==> src/rtl/alu_arbiter.sv <==
// Round-robin arbiter sharing one combinational ALU between two requesters.
// Define ALU_ARB_FIXED_PRIO_EN for fixed priority (requester 0 wins ties).
module alu_arbiter #(
    parameter int DATA_W = 32
) (
    input  logic              clk_i,
    input  logic              rst_i,
    input  logic              req0_i,
    input  logic              req1_i,
    input  logic [DATA_W-1:0] src1_0_i,
    input  logic [DATA_W-1:0] src2_0_i,
    input  logic [DATA_W-1:0] src1_1_i,
    input  logic [DATA_W-1:0] src2_1_i,
    input  logic [4:0]        shmat0_i,
    input  logic [4:0]        shmat1_i,
    input  logic [3:0]        ctrl0_i,
    input  logic [3:0]        ctrl1_i,
    output logic              gnt0_o,
    output logic              gnt1_o,
    output logic [DATA_W-1:0] alu_src1_o,
    output logic [DATA_W-1:0] alu_src2_o,
    output logic [4:0]        alu_shmat_o,
    output logic [3:0]        alu_ctrl_o,
    input  logic [DATA_W-1:0] alu_result_i,
    input  logic              alu_zero_i,
    output logic              rsp_valid_o,
    output logic              rsp_id_o,
    output logic [DATA_W-1:0] rsp_result_o,
    output logic              rsp_zero_o,
    input  logic              rsp_ready_i,
    output logic              busy_o
);

    localparam logic [1:0] S_IDLE = 2'b00;
    localparam logic [1:0] S_EXEC = 2'b01;
    localparam logic [1:0] S_RESP = 2'b10;

    logic [1:0]        r_state;
    logic              r_owner;
    logic [DATA_W-1:0] r_alu_src1;
    logic [DATA_W-1:0] r_alu_src2;
    logic [4:0]        r_alu_shmat;
    logic [3:0]        r_alu_ctrl;
    logic              r_rsp_valid;
    logic              r_rsp_id;
    logic [DATA_W-1:0] r_rsp_result;
    logic              r_rsp_zero;
`ifndef ALU_ARB_FIXED_PRIO_EN
    logic              r_last_gnt;
`endif

    logic w_can_acc;
    logic w_accept;
    logic w_win1;

    always_comb begin
        w_can_acc = (r_state == S_IDLE) ||
                    ((r_state == S_RESP) && rsp_ready_i);
        w_accept  = !rst_i && w_can_acc && (req0_i || req1_i);
`ifdef ALU_ARB_FIXED_PRIO_EN
        w_win1    = req1_i && !req0_i;
`else
        // On a tie the requester that did not win last time goes first.
        w_win1    = req1_i && (!req0_i || !r_last_gnt);
`endif
    end

    always_ff @(posedge clk_i) begin
        if (rst_i) begin
            r_state      <= S_IDLE;
            r_owner      <= 1'b0;
            r_alu_src1   <= '0;
            r_alu_src2   <= '0;
            r_alu_shmat  <= '0;
            r_alu_ctrl   <= '0;
            r_rsp_valid  <= 1'b0;
            r_rsp_id     <= 1'b0;
            r_rsp_result <= '0;
            r_rsp_zero   <= 1'b0;
`ifndef ALU_ARB_FIXED_PRIO_EN
            r_last_gnt   <= 1'b1;
`endif
        end else if (w_accept) begin
            r_state     <= S_EXEC;
            r_owner     <= w_win1;
            r_alu_src1  <= w_win1 ? src1_1_i : src1_0_i;
            r_alu_src2  <= w_win1 ? src2_1_i : src2_0_i;
            r_alu_shmat <= w_win1 ? shmat1_i : shmat0_i;
            r_alu_ctrl  <= w_win1 ? ctrl1_i  : ctrl0_i;
            r_rsp_valid <= 1'b0;
`ifndef ALU_ARB_FIXED_PRIO_EN
            r_last_gnt  <= w_win1;
`endif
        end else begin
            case (r_state)
                S_EXEC: begin
                    r_state      <= S_RESP;
                    r_rsp_valid  <= 1'b1;
                    r_rsp_id     <= r_owner;
                    r_rsp_result <= alu_result_i;
                    r_rsp_zero   <= alu_zero_i;
                end
                S_RESP: begin
                    if (rsp_ready_i) begin
                        r_state     <= S_IDLE;
                        r_rsp_valid <= 1'b0;
                    end
                end
                default: begin
                    r_state <= S_IDLE;
                end
            endcase
        end
    end

    assign gnt0_o       = w_accept && !w_win1;
    assign gnt1_o       = w_accept && w_win1;
    assign alu_src1_o   = r_alu_src1;
    assign alu_src2_o   = r_alu_src2;
    assign alu_shmat_o  = r_alu_shmat;
    assign alu_ctrl_o   = r_alu_ctrl;
    assign rsp_valid_o  = r_rsp_valid;
    assign rsp_id_o     = r_rsp_id;
    assign rsp_result_o = r_rsp_result;
    assign rsp_zero_o   = r_rsp_zero;
    assign busy_o       = (r_state != S_IDLE);

endmodule

==> config.mk <==
export PLATFORM = sky130hd
export DESIGN_NAME = alu_arbiter
export DESIGN_NICKNAME = d
export VERILOG_FILES = /design/src/rtl/alu_arbiter.sv
export SDC_FILE = /design/constraint.sdc
export NUM_CORES = 1
export LEC_CHECK = 0
export ABC_AREA = 1
export CAP_MARGIN = 20
export CORE_MARGIN = 8
export CORE_UTILIZATION = 38
export DETAILED_ROUTE_END_ITERATION = 8
export PLACE_DENSITY = 0.82
export SLEW_MARGIN = 20
export SYNTH_ARGS = -nofsm -noshare
export SYNTH_HDL_FRONTEND = slang
export SYNTH_SLANG_ARGS = --single-unit
==> constraint.sdc <==
create_clock -name clk_i -period 1.28 [get_ports clk_i]
set_input_delay 0.256 -clock clk_i [delete_from_list [all_inputs] [get_ports clk_i]]
set_output_delay 0.256 -clock clk_i [all_outputs]
set_load 0.02 [all_outputs]
==> metrics, run 1 <==
H-tree levels 3; CTS Buffer Depth 2; reg2reg end alu_src1_o[23]$_SDFFE_PP0P_; diode count 0; Cells after DPL 1174; Slew @ Worst Pin 0.971 ns; Final setup viols 111; layout cells sized above 1 0.301; via count 6180; Die Ht 130 um; Synth Warn # 0; leakage power 4.08 nW; Mapped Cells 738; Num CTS Buffers 9; Clock transition at path regs 0.07 ns; first-pass GRT wire length 30.7 mm; Comb power frac 0.313; sw frac 0.304; Max Clk Rate 675 MHz; status complete, but fails checks; nets@finish 1226; Clk pwr share 0.311; r2r setup slk -0.20 ns; Worst Hold Path Cells 2; Clock Tree Root clkbuf_16; die width 130 um; clock net sink count 112; initial core utilization 0.391; sequential cell area fraction in the yosys report 0.453; initial antenna violation count 0; Total Routing Usage GR 0.233; commonest non-fill, non-tap cell in the layout nand2_1; Netlist cell types 15; crit path time final 1.48 ns; die area 16900 um2; Final Hold Fails 0; Avg WL per Cell 18.9 um; hold path endpoint alu_src2_o[29]$_SDFFE_PP0P_; DP HPWL 14.0 mm; via-per-instance ratio 5.07; final WL 23.0 mm; clk_lat worst skew 0.35 ns; Pint 0.00722 W; routability-driven placement congestion ratio 0.803; area grow syn2layout 91.6%; most frequent cells in the layout nand2_1 (239), clkdlybuf4s50_1 (179), dfxtp_1 (109); Mapped Area 4950 um2; row count 41; Setup WS post-layout -0.202 ns; failing checks negative setup slack; Max Transition Viols Final 0; critical path endpoint category flop; worst relative slew slack 0.352; syn_area_per_cell 6.71 um2; WS Path Type reg -> reg; grt ovf 0; sw power 0.00315 W; Setup crit start kind flop; CP Data Arrival Time 1.68 ns; CP Max Fanout 8; largest net degree at the start of global routing 75; PD cells 1090 nW/um2; total design power 0.0104 W; Reg2Reg Depth 9; DR DRC count 0; Finished Layout Cells 1219; hold wc startpoint alu_src2_o[29]$_SDFFE_PP0P_; Pre-antenna DRT Iters 4; max-cap viol count 0; Max Clock Skew 0.00725 ns; Port-buffer cells 294; Flop pwr share 0.376; CTS tree yes; worst r2r src r_state[1]$_SDFFE_PP0P_; number of global-route vias before repair 5878; num ports 295; worst endpoint required time 1.48 ns; RSZ-0062 raised after global routing true; Tcrit/Tclk final 1.16; Synth Register Bits 112; Core ar. 12700 um2; Hold WC Path Type reg -> reg; hold-fix buffer count after cts 0; IR drop worst, VDD 725 uV; antenna viol nets, final 0; starting DRC count in detailed routing 316; syn nets 922
-- how the worst max path moves through the flow --
stage,start,endpoint,slack [ns],cells past startpoint
CTS,r_state[1]$_SDFFE_PP0P_,gnt0_o,-0.21,4
floorplan,r_state[1]$_SDFFE_PP0P_,gnt1_o,-0.01,5
finish,r_state[1]$_SDFFE_PP0P_,alu_src1_o[23]$_SDFFE_PP0P_,-0.20,9
global route,r_state[1]$_SDFFE_PP0P_,alu_src1_o[23]$_SDFFE_PP0P_,-0.25,9
detailed placement,req0_i,gnt0_o,-0.81,7
global placement,req0_i,gnt0_o,-0.80,7
-- repair_timing --
| item | 4_1_cts | 5_1_grt |
|---|---|---|
| gates cloned | 6 | 11 |
| buffers inserted | 3 | 12 |
| pin swaps | 5 | 13 |
| setup endpoints to repair | 219 | 163 |
| resized for setup | 314 | 254 |
-- flip-flops by register name (all words and copies together) (netlist names) --
register / count
r_owner: 1
alu_src1_o: 32
alu_shmat_o: 5
rsp_valid_o: 1
alu_ctrl_o: 4
rsp_id_o: 1
r_state: 2
rsp_zero_o: 1
r_last_gnt: 1
rsp_result_o: 32
alu_src2_o: 32
-- cells by family (layout without fill, tap and decap cells) --
logic type,count (synthesis),after routing,synth area share
and+or+nand+nor,450,450,0.361
AOI/OAI and AO/OA,113,113,0.114
buffers and inverters,63,372,0.0713
DFF,112,112,0.453
-- area by class of cell --
class | instances | area, um2
well taps | 172 | 215
inverters | 6 | 35.0
flip-flops and latches | 112 | 2250
clock buffers | 11 | 233
multi-input cells | 563 | 3000
clock inverters | 5 | 104
fillers | 978 | 3190
repair buffers | 350 | 3650
-- power groups by stage --
stage                     combinational [W]  sequential, W  clock [W]
after detailed placement            0.00260        0.00396          0
after CTS                           0.00274        0.00388    0.00328
after global routing                0.00347        0.00392    0.00342
after global placement              0.00258        0.00395          0
after floorplan                    0.000928        0.00426          0
final                               0.00325        0.00389    0.00323
-- per-stage QoR --
step | hold WS, ns | util | setup TNS [ns] | area, um2 | setup slack, ns
floorplan | 0.391 | - | -0.0100 | 4960 | -0.0100
global placement | 0.450 | 0.635 | -49.12 | 8050 | -0.802
detailed placement | 0.455 | 0.635 | -51.68 | 8050 | -0.814
CTS | 0.465 | 0.691 | -11.39 | 8760 | -0.214
global route | 0.481 | 0.748 | -17.20 | 9480 | -0.252
finish | 0.466 | 0.748 | -12.31 | 9480 | -0.202
-- synthesized netlist by cell type (all sizes together) --
master | count | area (um2)
clkbuf | 18 | 67.6
o21ai | 37 | 185
nand2 | 297 | 1120
inv | 6 | 22.5
a21oi | 76 | 380
dfxtp | 112 | 2240
buf | 39 | 263
nor2 | 77 | 292
nand3 | 76 | 380
-- metal layers --
layer / wire length, um / global-route usage / up-vias
li1: - / - / 2974
met5: 0 / 0 / -
met2: 11700 / 0.404 / 274
met1: 8320 / 0.247 / 2877
met3: 2150 / 0.0889 / 55
met4: 860 / 0.105 / 0
-- worst max-delay path, stage by stage, from the launching register on --
cell and delay, ns:
dfxtp_4 0.38, buf_6 0.12, inv_4 0.04, o21ai_4 0.17, nor2_4 0.06, buf_6 0.15, buf_12 0.13, clkbuf_16 0.17
nand2_1 0.06, a21oi_1 0.05
(Power assumes the default switching activity.)
==> inputs of run 2 (changes only) <==
--- a/config.mk
+++ b/config.mk
@@ -6,7 +6,6 @@
 export NUM_CORES = 1
 export LEC_CHECK = 0
 export ABC_AREA = 1
-export CAP_MARGIN = 20
 export CORE_MARGIN = 8
 export CORE_UTILIZATION = 38
 export DETAILED_ROUTE_END_ITERATION = 8
==> results of run 2 <==
Final layout, timing and power as in run 1 (identical DEF).
==> inputs of run 3 (changes only) <==
--- a/config.mk
+++ b/config.mk
@@ -7,9 +7,10 @@
 export LEC_CHECK = 0
 export ABC_AREA = 1
 export CORE_MARGIN = 8
-export CORE_UTILIZATION = 38
+export CORE_UTILIZATION = 45
 export DETAILED_ROUTE_END_ITERATION = 8
-export PLACE_DENSITY = 0.82
+export DONT_BUFFER_PORTS = 1
+export PLACE_DENSITY = 0.61
 export SLEW_MARGIN = 20
 export SYNTH_ARGS = -nofsm -noshare
 export SYNTH_HDL_FRONTEND = slang
==> run 3 against run 2 <==
- the flow finishes with violations (negative hold slack, negative setup slack)
- count of clock-buffer cells in the layout shrank 2
- flip-flop and latch count did not move
- cell area decreased by 34%
- die area fell by 14%
- register-to-register slack better by 0.08 ns
- fmax increased by 4.4%
- via count down 20%
- clock skew shrank 0.00084 ns
- sequential share of layout area is 12 points higher
- critical endpoint is now gnt0_o
- largest power group unchanged
- highest routed layer unchanged
==> metrics, run 3 (synthesis gave the netlist of run 1 again) <==
Total Routing Usage GR 0.204; initial core utilization 0.459; layout cells sized above 1 0.218; via-per-instance ratio 5.50; Setup WS post-layout -0.139 ns; PD cells 1280 nW/um2; nets@finish 937; crit path time final 1.42 ns; diode count 0; most frequent cells in the layout nand2_1 (281), dfxtp_1 (109), nand3_1 (76); Largest stage delay, worst path 0.35 ns; Place WS -0.00866 ns; Core ar. 10800 um2; row count 38; antenna viol nets, final 0; die width 121 um; CTS tree yes; final-layout fill cell count 1026; clock net sink count 112; reg2reg end rsp_result_o[3]$_SDFFE_PP0P_; Clock transition at path regs 0.10 ns; Buf+Inv Stages, Crit Path 0; Cells after DPL 841; Port-buffer cells 0; CP Data Arrival Time 1.16 ns; worst r2r src r_state[1]$_SDFFE_PP0P_; status complete, but fails checks; Avg WL per Cell 20.3 um; number of global-route vias before repair 4485; Crit path depth 3; Finished Layout Cells 898; Die Ht 121 um; Max Clock Skew 0.00642 ns; Setup TNS -6.22 ns; Slew @ Worst Pin 0.313 ns; CTS Buffer Depth 2; grt ovf 0; WS Path Type reg -> out; area grow syn2layout 26.9%; worst endpoint required time 1.02 ns; num ports 295; Final Util 0.582; critical path endpoint category output port; Reg2Reg Depth 7; DR DRC count 0; max-cap viol count 0; commonest non-fill, non-tap cell in the layout nand2_1; Final Hold Fails 18; Max Transition Viols Final 0; Hold WC Path Type in -> reg; largest net degree at the start of global routing 77; DP HPWL 11.4 mm; die area 14600 um2; r2r setup slk -0.12 ns; IR drop worst, VDD 708 uV; first-pass GRT wire length 24.0 mm; leakage power 2.66 nW; Clock Tree Root clkbuf_8; routability-driven placement congestion ratio 0.810; RSZ-0062 raised after global routing true; worst-path cell chain a21oi_2 -> nand2_2 -> nor2_4; clk_lat worst skew 0.36 ns; final WL 18.2 mm; worst relative slew slack 0.791; Hold WS -0.0539 ns; Max Clk Rate 705 MHz; Pre-antenna DRT Iters 5; CP Max Fanout 4; Num CTS Buffers 9; Final setup viols 110; starting DRC count in detailed routing 259; failing checks negative hold slack, negative setup slack; via count 4940; Top delay family on crit path flip-flops; CP max stage cell dfxtp_2; initial antenna violation count 0; Setup crit start kind flop; H-tree levels 3; Setup crit end gnt0_o; Tcrit/Tclk final 1.11; CP Launch Point r_state[1]$_SDFFE_PP0P_
[run 3: changes by cell type in the layout (fill, tap and decap cells not counted), moves of 20 or more]
| cell | previous run | this run |
|---|---|---|
| nand2_1 | 239 | 281 |
| nand2_2 | 36 | 13 |
| clkdlybuf4s50_1 | 179 | 0 |
| nand2_4 | 22 | 2 |
| nor2_4 | 33 | 13 |
| clkbuf_2 | 49 | 0 |
| clkdlybuf4s15_2 | 51 | 0 |
[run 3: worst register-to-register path, delay by kind of cell, from the launching register on]
family	cells	cell delay (ns)
buffers and inverters	4	0.65
flip-flops	1	0.35
AND/OR/NAND/NOR	3	0.31
[run 3: metrics by stage]
step | total power, W | area [um2]
floorplan | 0.00519 | 4960
global placement | 0.00544 | 5080
global route | 0.00846 | 6280
CTS | 0.00773 | 5540
finish | 0.00805 | 6280
detailed placement | 0.00547 | 5080
[run 3: how the worst min path moves through the flow]
| stage | from | to | slack, ns | depth (start not counted) |
|---|---|---|---|---|
| floorplan | alu_result_i[0] | rsp_result_o[0]$_SDFFE_PP0P_ | 0.39 | 2 |
| global placement | rst_i | alu_src2_o[7]$_SDFFE_PP0P_ | 0.33 | 1 |
| detailed placement | rst_i | alu_src2_o[7]$_SDFFE_PP0P_ | 0.34 | 1 |
| CTS | rst_i | alu_src2_o[7]$_SDFFE_PP0P_ | -0.08 | 1 |
| global route | rst_i | alu_src2_o[7]$_SDFFE_PP0P_ | -0.09 | 1 |
| finish | rst_i | alu_src2_o[7]$_SDFFE_PP0P_ | -0.05 | 1 |
[run 3: layer usage]
metal | up-vias | wire [um] | global-route usage | share of wire
met2 | 227 | 9260 | 0.359 | 0.51
met5 | - | 0 | 0 | 0
met3 | 18 | 1870 | 0.0786 | 0.10
met1 | 2299 | 6820 | 0.222 | 0.37
li1 | 2396 | - | - | -
met4 | 0 | 245 | 0.0648 | 0.013
[run 3: final cells by class]
cell class,count,area (um2),area share
flip-flops and latches,112,2250,0.358
inverters,6,37.5,0.00597
well taps,140,175,0.0279
clock buffers,9,124,0.0197
repair buffers,61,926,0.147
clock inverters,7,71.3,0.0114
multi-input cells,563,2700,0.430
[run 3: repair_timing]
item	4_1_cts	5_1_grt
setup endpoints to repair	4	110
gates resized for setup	15	115
gates cloned	3	13
pin swaps	6	14
hold buffers	5	2
buffers inserted	9	9
endpoints found under the hold margin	78	75
[run 3: power by group]
part | switching (W) | internal (W) | leakage (nW)
sequential | 0.000521 | 0.00375 | 0.919
combinational | 0.000901 | 0.000785 | 1.63
clock | 0.00118 | 0.000911 | 0.103
total | 0.00261 | 0.00545 | 2.66
